### src/rtl/divider_control.sv
// Sequencing controller for the 32-bit restoring divider datapath: operand sign
// normalisation, one quotient bit per ITERATE cycle, sign fix-up, divide-by-zero and flush.
package divider2Pkg;
  typedef enum logic [1:0] {
    DIVIDEND_IN,
    NEG_DIVIDEND_IN,
    SHIFTED_DIVIDEND,
    NEG_DIVIDEND
  } dividendMux;

  typedef enum logic [1:0] {
    RESET_REMAINDER,
    SHIFTED_REMAINDER,
    TRIAL_REMAINDER,
    NEG_REMAINDER
  } remainderMux;

  typedef enum logic {
    DIVISOR_IN,
    NEG_DIVISOR_IN
  } divisorMux;
endpackage

module divider_control
  import divider2Pkg::*;
#(
  parameter int ITERATIONS = 32
) (
  input  logic        clk,
  input  logic        reset,
  input  logic        start,
  input  logic        flush,
  input  logic        signedOp,
  input  logic        dividendMsb,
  input  logic        divisorMsb,
  input  logic        divisorZero,
  input  logic        trialNegative,
  output logic        busy,
  output logic        done,
  output logic        divByZero,
  output logic        dividendEn,
  output dividendMux  dividendSel,
  output logic        fillerBit,
  output logic        remainderEn,
  output remainderMux remainderSel,
  output logic        divisorEn,
  output divisorMux   divisorSel
);

  typedef enum logic [1:0] {IDLE, ITERATE, FIXUP, DONE} state_t;

  localparam logic [4:0] LAST_COUNT = 5'(ITERATIONS - 1);

  state_t     state;
  state_t     state_nx;
  logic [4:0] count;
  logic       negQuot;
  logic       negRem;
  logic       accept;

  assign accept = (state == IDLE) && start && !flush;
  assign busy   = (state != IDLE);
  assign done   = (state == DONE);

  always_ff @(posedge clk) begin
    if (reset) begin
      state     <= IDLE;
      count     <= '0;
      negQuot   <= 1'b0;
      negRem    <= 1'b0;
      divByZero <= 1'b0;
    end else begin
      state <= state_nx;
      if (accept) begin
        count     <= '0;
        negQuot   <= signedOp & (dividendMsb ^ divisorMsb);
        negRem    <= signedOp & dividendMsb;
        divByZero <= divisorZero;
      end else if (state == ITERATE) begin
        count <= count + 5'd1;
      end
    end
  end

  // Flush in any busy state overrides everything: back to IDLE with all enables low.
  always_comb begin
    state_nx     = state;
    dividendEn   = 1'b0;
    remainderEn  = 1'b0;
    divisorEn    = 1'b0;
    dividendSel  = DIVIDEND_IN;
    remainderSel = RESET_REMAINDER;
    divisorSel   = DIVISOR_IN;
    fillerBit    = 1'b0;

    if (flush && (state != IDLE)) begin
      state_nx = IDLE;
    end else begin
      case (state)
        IDLE: begin
          if (accept) begin
            dividendEn   = 1'b1;
            remainderEn  = 1'b1;
            divisorEn    = 1'b1;
            remainderSel = RESET_REMAINDER;
            // A zero divisor keeps the raw dividend so the quotient register reports it.
            dividendSel  = (signedOp && dividendMsb && !divisorZero) ? NEG_DIVIDEND_IN
                                                                     : DIVIDEND_IN;
            divisorSel   = (signedOp && divisorMsb) ? NEG_DIVISOR_IN : DIVISOR_IN;
            state_nx     = divisorZero ? DONE : ITERATE;
          end
        end

        ITERATE: begin
          dividendEn   = 1'b1;
          remainderEn  = 1'b1;
          dividendSel  = SHIFTED_DIVIDEND;
          fillerBit    = ~trialNegative;
          remainderSel = trialNegative ? SHIFTED_REMAINDER : TRIAL_REMAINDER;
          if (count == LAST_COUNT) begin
            state_nx = (negQuot || negRem) ? FIXUP : DONE;
          end
        end

        FIXUP: begin
          if (negQuot) begin
            dividendEn  = 1'b1;
            dividendSel = NEG_DIVIDEND;
          end
          if (negRem) begin
            remainderEn  = 1'b1;
            remainderSel = NEG_REMAINDER;
          end
          state_nx = DONE;
        end

        DONE: begin
          state_nx = IDLE;
        end

        default: begin
          state_nx = IDLE;
        end
      endcase
    end
  end

endmodule

### config.mk
export PLATFORM = sky130hd
export DESIGN_NAME = divider_control
export DESIGN_NICKNAME = d
export VERILOG_FILES = /design/src/rtl/divider_control.sv
export SDC_FILE = /design/constraint.sdc
export NUM_CORES = 1
export LEC_CHECK = 0
export CORE_MARGIN = 1
export CORE_UTILIZATION = 44
export DETAILED_ROUTE_END_ITERATION = 8
export GPL_ROUTABILITY_DRIVEN = 0
export GPL_TIMING_DRIVEN = 0
export PLACE_DENSITY = 0.75
export REMOVE_ABC_BUFFERS = 1
export SLEW_MARGIN = 20
export SYNTH_ARGS = -nofsm -noshare
export SYNTH_HDL_FRONTEND = slang
export SYNTH_SLANG_ARGS = --single-unit
### constraint.sdc
create_clock -name clk -period 1.8 [get_ports clk]
set_input_delay 0.54 -clock clk [delete_from_list [all_inputs] [get_ports clk]]
set_output_delay 0.54 -clock clk [all_outputs]
set_load 0.01 [all_outputs]
==> results.toml, run 1 <==
[synthesis]
yosysWarnings = 0
ys.flop_type = "dfxtp_1"
synthCells = 80
ys_seq_elements = 10
syn-cell-area_um2 = 682
async_flop_share = 0
ys_seq_area_frac = 0.294
synth-edff-count = 0
syn_area_per_cell_um2 = 8.52
synth.distinct_cells = 28

[pwr]
combPwrFrac = 0.605
switching_share = 0.364
seq_power_share = 0.229
p_int_w = 0.000754
p_per_area_mw_per_mm2 = 1000
leakage_nw = 0.535
peakVddDrop_uv = 684
finalPower_w = 0.00118
clockPowerShare = 0.167
p_switching_w = 0.000431

[placement]
io_buffers = 20
dpl.hpwl_um = 1150
place_area_um2 = 878
placed_cells = 113

[setup_path]
max_stage_delay_ns = 0.36
required_ns = 1.26
worst_path_most_repeated_cell = "buf_6"
crit_path_start_kind = "register"
worstSetupPathType = "register to output pin"
crit_slowest_cell = "dfxtp_4"
endpoint_kind = "output pin"
arrival_ns = 1.54
crit_fanout = 3
crit_chain = "inv_4 -> ha_4 -> buf_6 -> nand3b_4 -> buf_4 -> buf_6 -> a31oi_4 -> buf_6"

[die]
num_io_pins = 21
start_util = 0.499
die-height_um = 41.4
num_rows = 13
coreArea_mm2 = 0.00137
fp.dieW_um = 41.4
die-area_mm2 = 0.00171

[sta]
hold_viol_final = 0
slew_headroom = 0.785
clock.fmax_mhz = 481
fin_skew_ns = 0.000543
setup_tns_ns = -1.48
slew_viol_final = 0
fin_crit_ns = 2.08
fin_ws_ns = -0.279
rsz0062_at_grt = "true"
setup_viol = 10
fin_crit_sh = 1.15
worst_pin_slew_ns = 0.320

[grt]
grt_start_max_net_pins = 8
grt_usage = 0.276
grt-ovfl-total = 0
antenna_found_initial = 0
grt_pass1_wl_um = 3000
grt_pass1_vias = 724

[layout]
seqCellArea_um2 = 208
final_common_cell = "buf_4"
finish.instance_area_mm2 = 0.00118
final_cell_mix = "buf_4 (19), nand2_1 (8), dfxtp_1 (8)"
fillers = 65
final_cells = 139
layout-drive-gt1-share = 0.484
multiInputGateArea_um2 = 544
fin_nets = 140
syn2layout_area_growth_pct = 73.4
antenna_cells = 0

[detailed_routing]
wirelength_um = 2150
wire_per_inst_um = 15.5
num_vias = 766
drt_iter0_drc = 23
drtPass1Iterations = 4
antenna_left = 0
drc_errors = 0
vias_per_cell = 5.51

[clocking]
cts.sinks = 10
clockRootBuffer = "clkbuf_4"
clockBufferDepth = 2
clk_latency_ns = 0.26
clk_pin_slew_ns = 0.06
cts_tree = "done"
htreeDepth = 1
numCtsBuffers = 3

[outcome]
status = "finished, violations left"
violations = "negative setup slack"

[min_path]
hp-class = "register to register"

[run]
max_cap_viol_count = 0
[cells by family after synthesis]
| family | Yosys count | share of synthesized area |
|---|---|---|
| muxes | 4 | 0.0661 |
| xor gates and xnor gates | 4 | 0.0514 |
| DFF | 10 | 0.294 |
| buffers and inverters | 8 | 0.0734 |
| AOI/OAI and AO/OA | 14 | 0.138 |
| adders and majority gates | 6 | 0.110 |
| and+or+nand+nor | 34 | 0.268 |
[per-layer routing]
layer	part of all wire	GRT usage
met2	0.54	0.559
met1	0.39	0.256
met3	0.051	0.0479
met5	0	0
met4	0.017	0.137
[worst max-delay path, delay by kind of cell, from the launching register on]
family | cells | cell delay, ns
compound gates | 1 | 0.12
fa+ha+maj | 1 | 0.14
buf+inv | 5 | 0.56
flops | 1 | 0.36
simple gates | 1 | 0.10
[timing repair]
action	4_1_cts	5_1_grt
hold buffers	0	0
buffers inserted	18	5
resized for setup	72	8
pin swaps	5	3
endpoints found under the setup margin	11	10
[power groups by stage]
stage,clock [W],sequential (W),combinational (W)
after floorplan,0,0.000263,0.000248
after global placement,0,0.000265,0.000396
after detailed placement,0,0.000267,0.000402
after CTS,0.000203,0.000267,0.000618
after global routing,0.000214,0.000274,0.000760
final,0.000198,0.000271,0.000716
[registers in the layout, summed over array words and instances (netlist names)]
signal     flops
state          2
count          5
negQuot        1
divByZero      1
negRem         1
[synthesized netlist by cell type, types with 2 or more instances]
master,number,area share
dfxtp_1,10,0.29
and3_1,2,0.018
nor2_1,8,0.044
nand2_1,9,0.050
nor2b_1,3,0.028
nand3_1,2,0.015
xor2_1,3,0.039
nand2b_1,4,0.037
a21oi_1,7,0.051
ha_1,6,0.11
nor3_1,2,0.015
buf_6,2,0.033
o21ai_0,2,0.015
mux2i_1,3,0.044
inv_1,4,0.022
[through the flow]
stage	setup slack, ns	hold slack [ns]	util
detailed placement	-0.907	0.457	0.643
CTS	-0.196	0.466	0.811
finish	-0.279	0.457	0.865
global placement	-0.922	0.447	0.643
floorplan	-0.0530	0.440	-
global route	-0.349	0.486	0.865
[worst paths after layout]
| check | from | endpoint | slack (ns) | depth (start not counted) |
|---|---|---|---|---|
| setup / recovery | state[0] | remainderEn | -0.28 | 8 |
| hold / removal | divByZero | divByZero | 0.46 | 2 |
| setup reg to reg | count[0] | state[0] | 0.17 | 6 |
| hold reg to reg | divByZero | divByZero | 0.46 | 2 |
[area by class of cell]
| type | count | share of cell area |
|---|---|---|
| tap | 15 | 0.0159 |
| inverter | 6 | 0.0275 |
| timing repair buffer | 42 | 0.290 |
| clock buffer | 4 | 0.0307 |
| sequential | 10 | 0.176 |
| multi-input combinational | 62 | 0.460 |
No activity file was read; power rests on OpenSTA's default activity.
==> inputs of run 2 (changes only) <==
- CORE_UTILIZATION: 44 -> 47
- CTS_BUF_LIST: default -> sky130_fd_sc_hd__clkbuf_8
- PLACE_DENSITY: 0.75 -> 0.79
==> run 2 against run 1 <==
Compared with the run above: the flow still finishes with violations (negative setup slack); routed wire length decreased by 21%; fmax increased by 4.3%; clock skew increased by 0.0012 ns; non-clock buffer count decreased by 12; register-to-register slack improved by 0.06 ns; combinational power decreased by 27%; largest power group unchanged; flip-flop and latch count unchanged; global-route usage decreased by 3.6 points; first-iteration DRC count decreased by 65%; die area decreased by 6.1%; clock-buffer cell count unchanged.
==> results.toml, run 2 (synthesized netlist as in run 1, its figures left out) <==
[layout]
largest_reg_flops = 5
reg.largest.list = "count (5), state (2)"
antenna_cells = 0
fin_nets = 128
final_cell_mix = "nand2_1 (9), buf_2 (9), nor2_1 (8), dfxtp_1 (8), buf_4 (8)"
syn2layout_area_growth_pct = 50.3
fillers = 90
regMostFlops = "count"
layout-drive-gt1-share = 0.366

[clocking]
cts_tree = "done"
clockRootBuffer = "clkbuf_8"
clk_latency_ns = 0.23
clk_pin_slew_ns = 0.05
clockBufferDepth = 2
numCtsBuffers = 3
htreeDepth = 1
cts.sinks = 10

[die]
fp.dieW_um = 40.1
num_io_pins = 21
die-height_um = 40.1
die-area_mm2 = 0.00161
coreArea_mm2 = 0.00132
num_rows = 13
start_util = 0.518

[setup_path]
arrival_ns = 1.45
worstSetupPathType = "register to output pin"
required_ns = 1.26
critical_path.startpoint = "state[1]"
crit_path_start_kind = "register"
endpoint_kind = "output pin"
crit_fanout = 5
r2r-start = "count[0]"

[sta]
fin_crit_sh = 1.11
fin_crit_ns = 1.99
worst_pin_slew_ns = 0.338
fin_skew_ns = 0.00178
hold_viol_final = 0
fin_ws_ns = -0.193
setup_viol = 7
slew_headroom = 0.773
clock.fmax_mhz = 502
slew_viol_final = 0
rsz0062_at_grt = "true"

[grt]
grt-ovfl-total = 0
grt_pass1_vias = 609
antenna_found_initial = 0
grt_usage = 0.239
grt_start_max_net_pins = 8
grt_pass1_wl_um = 2480

[pwr]
leakage_nw = 0.487
seq_power_share = 0.256
peakVddDrop_uv = 659
clockPowerShare = 0.253
p_per_area_mw_per_mm2 = 1040
finalPower_w = 0.00107
combPwrFrac = 0.490
p_int_w = 0.000708
switching_share = 0.338
p_switching_w = 0.000361

[detailed_routing]
dr_wl_met2_um = 920
wirelength_um = 1690
drt-met1-wl_um = 674
drtPass1Iterations = 5
wire_per_inst_um = 13.3
drt_iter0_drc = 8
drc_errors = 0
antenna_left = 0
num_vias = 670
vias_per_cell = 5.28
wl_met3_um = 81
highest_layer = "met4"

[min_path]
hp-class = "register to register"
hp-start = "divByZero"

[run]
max_cap_viol_count = 0

[placement]
preCtsSetupSlack_ns = -0.934
dpl.hpwl_um = 1120
io_buffers = 20

[outcome]
violations = "negative setup slack"
status = "finished, violations left"
-- run 2: cell count changes in the layout (fill, tap and decap cells not counted), sizes merged --
| cell | previous run | this run |
|---|---|---|
| buf | 32 | 19 |
| clkdlybuf4s50 | 6 | 2 |
| clkbuf | 4 | 6 |
| dlygate4sd2 | 3 | 6 |
-- run 2: path summary, 6_finish.rpt --
kind	cells after the start	slack, ns	endpoint
setup / recovery	7	-0.19	dividendSel[0]
hold / removal	2	0.46	divByZero
setup reg to reg	6	0.23	state[0]
hold reg to reg	2	0.46	divByZero
-- run 2: cell type report --
type / instances / area, um^2 / area share
repair buffers: 30 / 229 / 0.223
flip-flops and latches: 10 / 208 / 0.203
inverters: 6 / 32.5 / 0.0317
multi-input cells: 62 / 482 / 0.470
well taps: 15 / 18.8 / 0.0183
clock buffers: 4 / 55.1 / 0.0537
-- run 2: metrics by stage --
stage / hold WS, ns / util / cells / setup TNS (ns) / area [um^2]
6_report: 0.459 / 0.778 / 127 / -0.754 / 1020
5_1_grt: 0.486 / 0.778 / 127 / -1.26 / 1020
4_1_cts: 0.465 / 0.779 / 127 / -0.713 / 1030
3_5_place_dp: 0.456 / 0.667 / 113 / -7.25 / 878
3_3_place_gp: 0.447 / 0.667 / 113 / -7.03 / 878
2_1_floorplan: 0.440 / - / 78 / -0.0530 / 659
-- run 2: power groups by stage --
stage	Clock [W]	Combinational, W	Sequential (W)
5_1_grt	0.000293	0.000561	0.000279
2_1_floorplan	0	0.000248	0.000263
3_3_place_gp	0	0.000396	0.000265
4_1_cts	0.000279	0.000508	0.000273
3_5_place_dp	0	0.000401	0.000267
6_report	0.000271	0.000524	0.000274
-- run 2: repair_timing --
item                       CTS  global route
pin swaps                    5             1
gates resized for setup     64             4
cloned                       0             0
setup buffers               10             0
setup endpoints to repair   11            10
hold buffers                 0             0
-- run 2: critical path: stages (launching register included) --
cell	delay, ns
dfxtp_4	0.37
inv_4	0.05
ha_4	0.17
or2b_1	0.24
nand2b_1	0.12
buf_4	0.12
a21oi_2	0.02
buf_2	0.13
-- run 2: routing by layer --
layer | vias to the layer above | global-route usage
met1 | 308 | 0.229
met4 | 0 | 0.138
met3 | 2 | 0.0500
met5 | - | 0
li1 | 338 | -
met2 | 22 | 0.460
